**src/rtl/fifo_pkg.sv**
```systemverilog
// Shared async-FIFO package: pointer width default and Gray/binary helpers.
// The helpers work on a wide word. Callers zero-extend their pointer into it
// and cast the result back down. Zero upper bits leave both conversions
// correct for any pointer width up to FIFO_PTR_MAX.
package fifo_pkg;

  localparam int FIFO_PTR_WIDTH_DEF = 4;
  localparam int FIFO_PTR_MAX       = 32;

  typedef logic [FIFO_PTR_MAX-1:0] ptr_word_t;

  function automatic ptr_word_t bin2gray(input ptr_word_t bin);
    return bin ^ (bin >> 1);
  endfunction

  // Each binary bit is the XOR of all Gray bits at and above it.
  function automatic ptr_word_t gray2bin(input ptr_word_t gray);
    ptr_word_t bin;
    bin = '0;
    bin[FIFO_PTR_MAX-1] = gray[FIFO_PTR_MAX-1];
    for (int i = FIFO_PTR_MAX-2; i >= 0; i--) begin
      bin[i] = bin[i+1] ^ gray[i];
    end
    return bin;
  endfunction

endpackage

```
**src/rtl/fifo_sync_nff.sv**
```systemverilog
// N-flop synchronizer for a Gray pointer crossing into this clock domain.
// All stages reset to zero. Stage 0 samples the foreign-domain input.
module fifo_sync_nff #(
  parameter int width  = 4,
  parameter int stages = 2
) (
  input  logic             i_clk,
  input  logic             i_rst_n,
  input  logic [width-1:0] i_d,
  output logic [width-1:0] o_q
);

  logic [stages-1:0][width-1:0] r_sync;

  // Shift the sampled pointer one stage deeper on every clock.
  always_ff @(posedge i_clk or negedge i_rst_n) begin
    if (!i_rst_n) r_sync <= '0;
    else          r_sync <= {r_sync[stages-2:0], i_d};
  end

  assign o_q = r_sync[stages-1];

endmodule

```
**src/rtl/fifo_wptr_full.sv**
```systemverilog
// Write-side pointer and full-flag logic of the async FIFO (w_clk domain).
// The binary and Gray write pointers update together, so they never disagree.
// Full, almost-full and level come from registers and the synchronized read
// pointer only. A stale read pointer can make them pessimistic, never optimistic.
module fifo_wptr_full
  import fifo_pkg::*;
#(
  parameter int ptr_width   = FIFO_PTR_WIDTH_DEF,
  parameter int sync_stages = 2,
  parameter int af_margin   = 1
) (
  input  logic                 w_clk,
  input  logic                 w_rst_n,
  input  logic                 w_inc,
  input  logic [ptr_width-1:0] gray_r_ptr,
  input  logic                 w_ovf_clr,
  output logic                 w_en,
  output logic [ptr_width-2:0] w_addr,
  output logic [ptr_width-1:0] gray_w_ptr,
  output logic                 w_full,
  output logic                 w_almost_full,
  output logic [ptr_width-1:0] w_count,
  output logic                 w_overflow
);

  localparam int DEPTH = 1 << (ptr_width-1);

  typedef logic [ptr_width-1:0] ptr_t;

  // Full when the write pointer is one lap ahead. In Gray code this means
  // the top two bits are inverted and the remaining bits are equal.
  localparam ptr_t FULL_MASK = ptr_t'(3) << (ptr_width-2);
  localparam ptr_t AF_LEVEL  = ptr_t'(DEPTH - af_margin);

  ptr_t r_w_ptr;
  ptr_t r_gray_w_ptr;
  logic r_overflow;

  ptr_t w_sync_r_ptr;
  ptr_t w_rd_bin;
  ptr_t w_ptr_nxt;
  ptr_t w_gray_nxt;
  ptr_t w_level;
  logic w_is_full;
  logic w_accept;

  fifo_sync_nff #(
    .width  (ptr_width),
    .stages (sync_stages)
  ) u_sync_r_ptr (
    .i_clk   (w_clk),
    .i_rst_n (w_rst_n),
    .i_d     (gray_r_ptr),
    .o_q     (w_sync_r_ptr)
  );

  assign w_ptr_nxt  = r_w_ptr + ptr_t'(1);
  assign w_gray_nxt = ptr_t'(bin2gray(ptr_word_t'(w_ptr_nxt)));
  assign w_rd_bin   = ptr_t'(gray2bin(ptr_word_t'(w_sync_r_ptr)));
  assign w_level    = r_w_ptr - w_rd_bin;
  assign w_is_full  = (r_gray_w_ptr == (w_sync_r_ptr ^ FULL_MASK));
  assign w_accept   = w_inc && !w_is_full;

  // Advance the binary and Gray pointers together on every accepted write.
  always_ff @(posedge w_clk or negedge w_rst_n) begin
    if (!w_rst_n) begin
      r_w_ptr      <= '0;
      r_gray_w_ptr <= '0;
    end else if (w_accept) begin
      r_w_ptr      <= w_ptr_nxt;
      r_gray_w_ptr <= w_gray_nxt;
    end
  end

  // Sticky overflow. A refused write takes priority over a same-cycle clear.
  always_ff @(posedge w_clk or negedge w_rst_n) begin
    if (!w_rst_n)                r_overflow <= 1'b0;
    else if (w_inc && w_is_full) r_overflow <= 1'b1;
    else if (w_ovf_clr)          r_overflow <= 1'b0;
  end

  // Keep the write strobe low for the whole time reset is held, even with
  // w_inc asserted, so the memory sees no write during reset.
  assign w_en          = w_accept && w_rst_n;
  assign w_addr        = r_w_ptr[ptr_width-2:0];
  assign gray_w_ptr    = r_gray_w_ptr;
  assign w_full        = w_is_full;
  assign w_count       = w_level;
  assign w_almost_full = (w_level >= AF_LEVEL);
  assign w_overflow    = r_overflow;

endmodule

```
**config.mk**
```make
export PLATFORM = sky130hd
export DESIGN_NAME = fifo_wptr_full
export DESIGN_NICKNAME = d
export VERILOG_FILES = /design/src/rtl/fifo_pkg.sv /design/src/rtl/fifo_sync_nff.sv /design/src/rtl/fifo_wptr_full.sv
export SDC_FILE = /design/constraint.sdc
export NUM_CORES = 1
export LEC_CHECK = 0
export CAP_MARGIN = 5
export CELL_PAD_IN_SITES_DETAIL_PLACEMENT = 1
export CELL_PAD_IN_SITES_GLOBAL_PLACEMENT = 1
export CORE_MARGIN = 2
export CORE_UTILIZATION = 31
export DETAILED_ROUTE_END_ITERATION = 12
export PLACE_DENSITY_LB_ADDON = 0.1
export SLEW_MARGIN = 20
export SYNTH_ARGS = -nofsm -noshare
export SYNTH_HDL_FRONTEND = slang
export SYNTH_SLANG_ARGS = --single-unit
```
**constraint.sdc**
```tcl
create_clock -name w_clk -period 1.8 [get_ports w_clk]
set_input_delay 0.18 -clock w_clk [delete_from_list [all_inputs] [get_ports w_clk]]
set_output_delay 0.18 -clock w_clk [all_outputs]
set_load 0.02 [all_outputs]
```
==> metrics.txt <==
final hold violations 0; vias in the first global route ~700; Clk Latency, worst-skew pair around 0.29 ns; synthesized area per cell 11.3 um^2; failing checks negative setup slack; clock power share just under 8%; total number of vias 689; skew final 0.00177 ns; Slew Limit Fails 0; Reg power frac 18.6%; R2R cell count 6; DR pass1 iterations 4; first-pass GRT wire length 3.17 mm; hold crit path type primary input to async pin; Detail Route Antenna Nets 0; Iter 0 DRT Violations 3; Placer Congestion 0.745; VDD IR max 1320 uV; via/cell ratio approximately 4.4; Cell Count, Final, Fillers Out 155; Psw 1260 uW; antenna cell count 0; largest net degree at the start of global routing 17; Worst Setup SP u_sync_r_ptr.o_q[3]; die width 54.5 um; largest family of logic cells by synthesized area XOR/XNOR gates; Clock Sinks 16; H-tree Lvls 1; Die Height 54.5 um; Final Critical Period 2.52 ns; switch share between 40 and 50%; worst-path cell chain xnor2_2 -> xor2_1 -> xnor2_1 -> ha_2 -> fa_2 -> xnor2_4 -> nand3_2 -> o21ai_2 -> buf_6; leakage 0.000678 uW; setup slack after layout -0.717 ns; Initial Util 32.2%; CTS Buffer Depth 2; routed wire length 2.19 mm; TritonCTS clock tree yes; post-layout net count 139; Reg2Reg Launch Point u_sync_r_ptr.o_q[3]; Reg-to-Reg End r_w_ptr[1]; Core Area 2450 um^2; Top Ports 23; Critical Path Sink Type output port; Sum Neg Setup Slack -3.12 ns; Cell Area, Synth between 700 and 800 um^2; commonest non-fill, non-tap cell in the layout buf_4; FP Rows 18; Post-Syn Instances 70; CP Class flop to output port; P_int between 1500 and 2000 uW; area grow syn2layout 89.6%; Max FO, Critical Path 2; Setup WS pre-CTS -0.859 ns; Residual DRC 0; WP data arrival ~2.3 ns; fin crit share 140%; fmax 397 MHz; cts bufs inserted 3; Slew @ Worst Pin 0.261 ns; Slew headroom ~80%; HPWL after DPL 1.44 mm; gr ovfl total 0; syn nets 83; Cell variety after synth 18; Adder-Cell Fraction of Synth Area under 10%; DIE AREA 2970 um^2; Final Power a little over 3000 uW; Setup crit start kind flop; cts hold-fix bufs 0; most frequent cells in the layout buf_4 (23), dfrtp_1 (16), clkdlybuf4s50_1 (15); layout cells sized above 1 51.2%; final setup fails 6; slowest CP cell dfrtp_1; Root Driver clkbuf_4; critical path endpoint w_almost_full; DP Cell Count 142; RSZ-0062 raised after global routing true; Pwr per Cell Area 2050 nW/um^2; Synth Register Bits 16; antenna violations before repair 0; post-synthesis sequential area ratio around 51%; GRT Resource Usage Total 15.7%; PortBufs 22; Worst Path Required between 1.5 and 2 ns; Routed WL per cell 14.1 um; FF-to-FF setup slack 0.03 ns; Clock transition at path regs 0.09 ns; Worst path max stage delay 0.43 ns; synth warn 0; xor/xnor cell area share of the yosys netlist 17.7%; status finished with violations; simple logic cell fraction of the synthesized area 8.23%; Comb power frac 73.6%; multiplexer area fraction after synthesis 1.42%; post-synthesis compound-gate area fraction 7.44%; max cap viols 0; fin util 61.1%
-- kinds of logic after synthesis --
| kind of cell | Yosys count |
|---|---|
| fa+ha+maj | 5 |
| mux | 1 |
| flops | 16 |
| buf+inv | 10 |
| simple gates | 13 |
| xor+xnor | 16 |
| compound gates | 9 |
-- layout make-up --
type	instances	area, um^2
fillers	265	956
multi-input cells	44	504
clock buffers	4	36.3
well taps	30	37.5
flip-flops and latches	16	400
repair buffers	52	484
inverters	9	36.3
-- registers in the layout, summed over array words and instances (netlist names) --
name and count:
u_sync_r_ptr.o_q 4, r_w_ptr 4, w_overflow 1, gray_w_ptr 3, u_sync_r_ptr.r_sync 4
-- Yosys cell counts --
cell type	n	share of area, %
buf_6	1	1.4
nor2_1	2	0.95
nand3_1	2	1.3
inv_1	9	4.3
xnor2_1	9	10
nor4_1	1	0.79
nor3b_1	1	0.95
o41ai_2	1	2.1
xor2_1	7	7.8
dfrtp_1	16	51
a21boi_0	1	0.95
nor2b_1	1	0.79
mux2_2	1	1.4
fa_1	1	2.5
o21ai_0	7	4.4
nor2_2	2	1.6
ha_1	4	6.3
nand2_1	4	1.9
-- power groups by stage --
| stage | combinational (uW) | clock (uW) | sequential [uW] |
|---|---|---|---|
| after floorplan | 901 | 0 | 674 |
| after global placement | 1830 | 0 | 537 |
| after detailed placement | 1860 | 0 | 539 |
| after CTS | 2120 | 248 | 556 |
| after global routing | 2450 | 262 | 585 |
| final | 2260 | 241 | 571 |
-- what timing repair did --
action,in CTS,in global routing
endpoints found under the setup margin,9,8
setup buffers,4,5
pin swaps,9,7
resized for setup,55,13
-- how the worst min path moves through the flow --
stage	from	slack [ns]	cells past startpoint	to
detailed placement	u_sync_r_ptr.r_sync[0]	0.34	0	u_sync_r_ptr.o_q[0]
global placement	u_sync_r_ptr.r_sync[3]	0.33	0	u_sync_r_ptr.o_q[3]
finish	w_rst_n	0.23	2	r_w_ptr[0]
CTS	w_rst_n	0.23	2	r_w_ptr[0]
floorplan	w_rst_n	-0.12	0	gray_w_ptr[0]
global route	w_rst_n	0.25	2	r_w_ptr[3]
-- worst max-delay path, delay by kind of cell (launching register included) --
kind	cells	cell delay, ns
compound gates	1	0.06
xor+xnor	4	0.73
fa+ha+maj	2	0.59
buf+inv	1	0.13
flops	1	0.43
simple gates	1	0.09
-- metal layers --
layer / vias up / track usage, % / share of wire, %
met5: - / 0 / 0
met4: 0 / 8.75 / 2.1
met3: 5 / 1.64 / 2.5
met2: 15 / 26.1 / 56
met1: 338 / 19.9 / 39
li1: 331 / - / -
-- per-stage QoR --
step | cell area (um^2) | hold slack [ns]
finish | 1500 | 0.229
global route | 1500 | 0.253
CTS | 1400 | 0.230
detailed placement | 1240 | 0.340
global placement | 1240 | 0.334
floorplan | 841 | -0.116
Power figures use the tool's default switching activity.
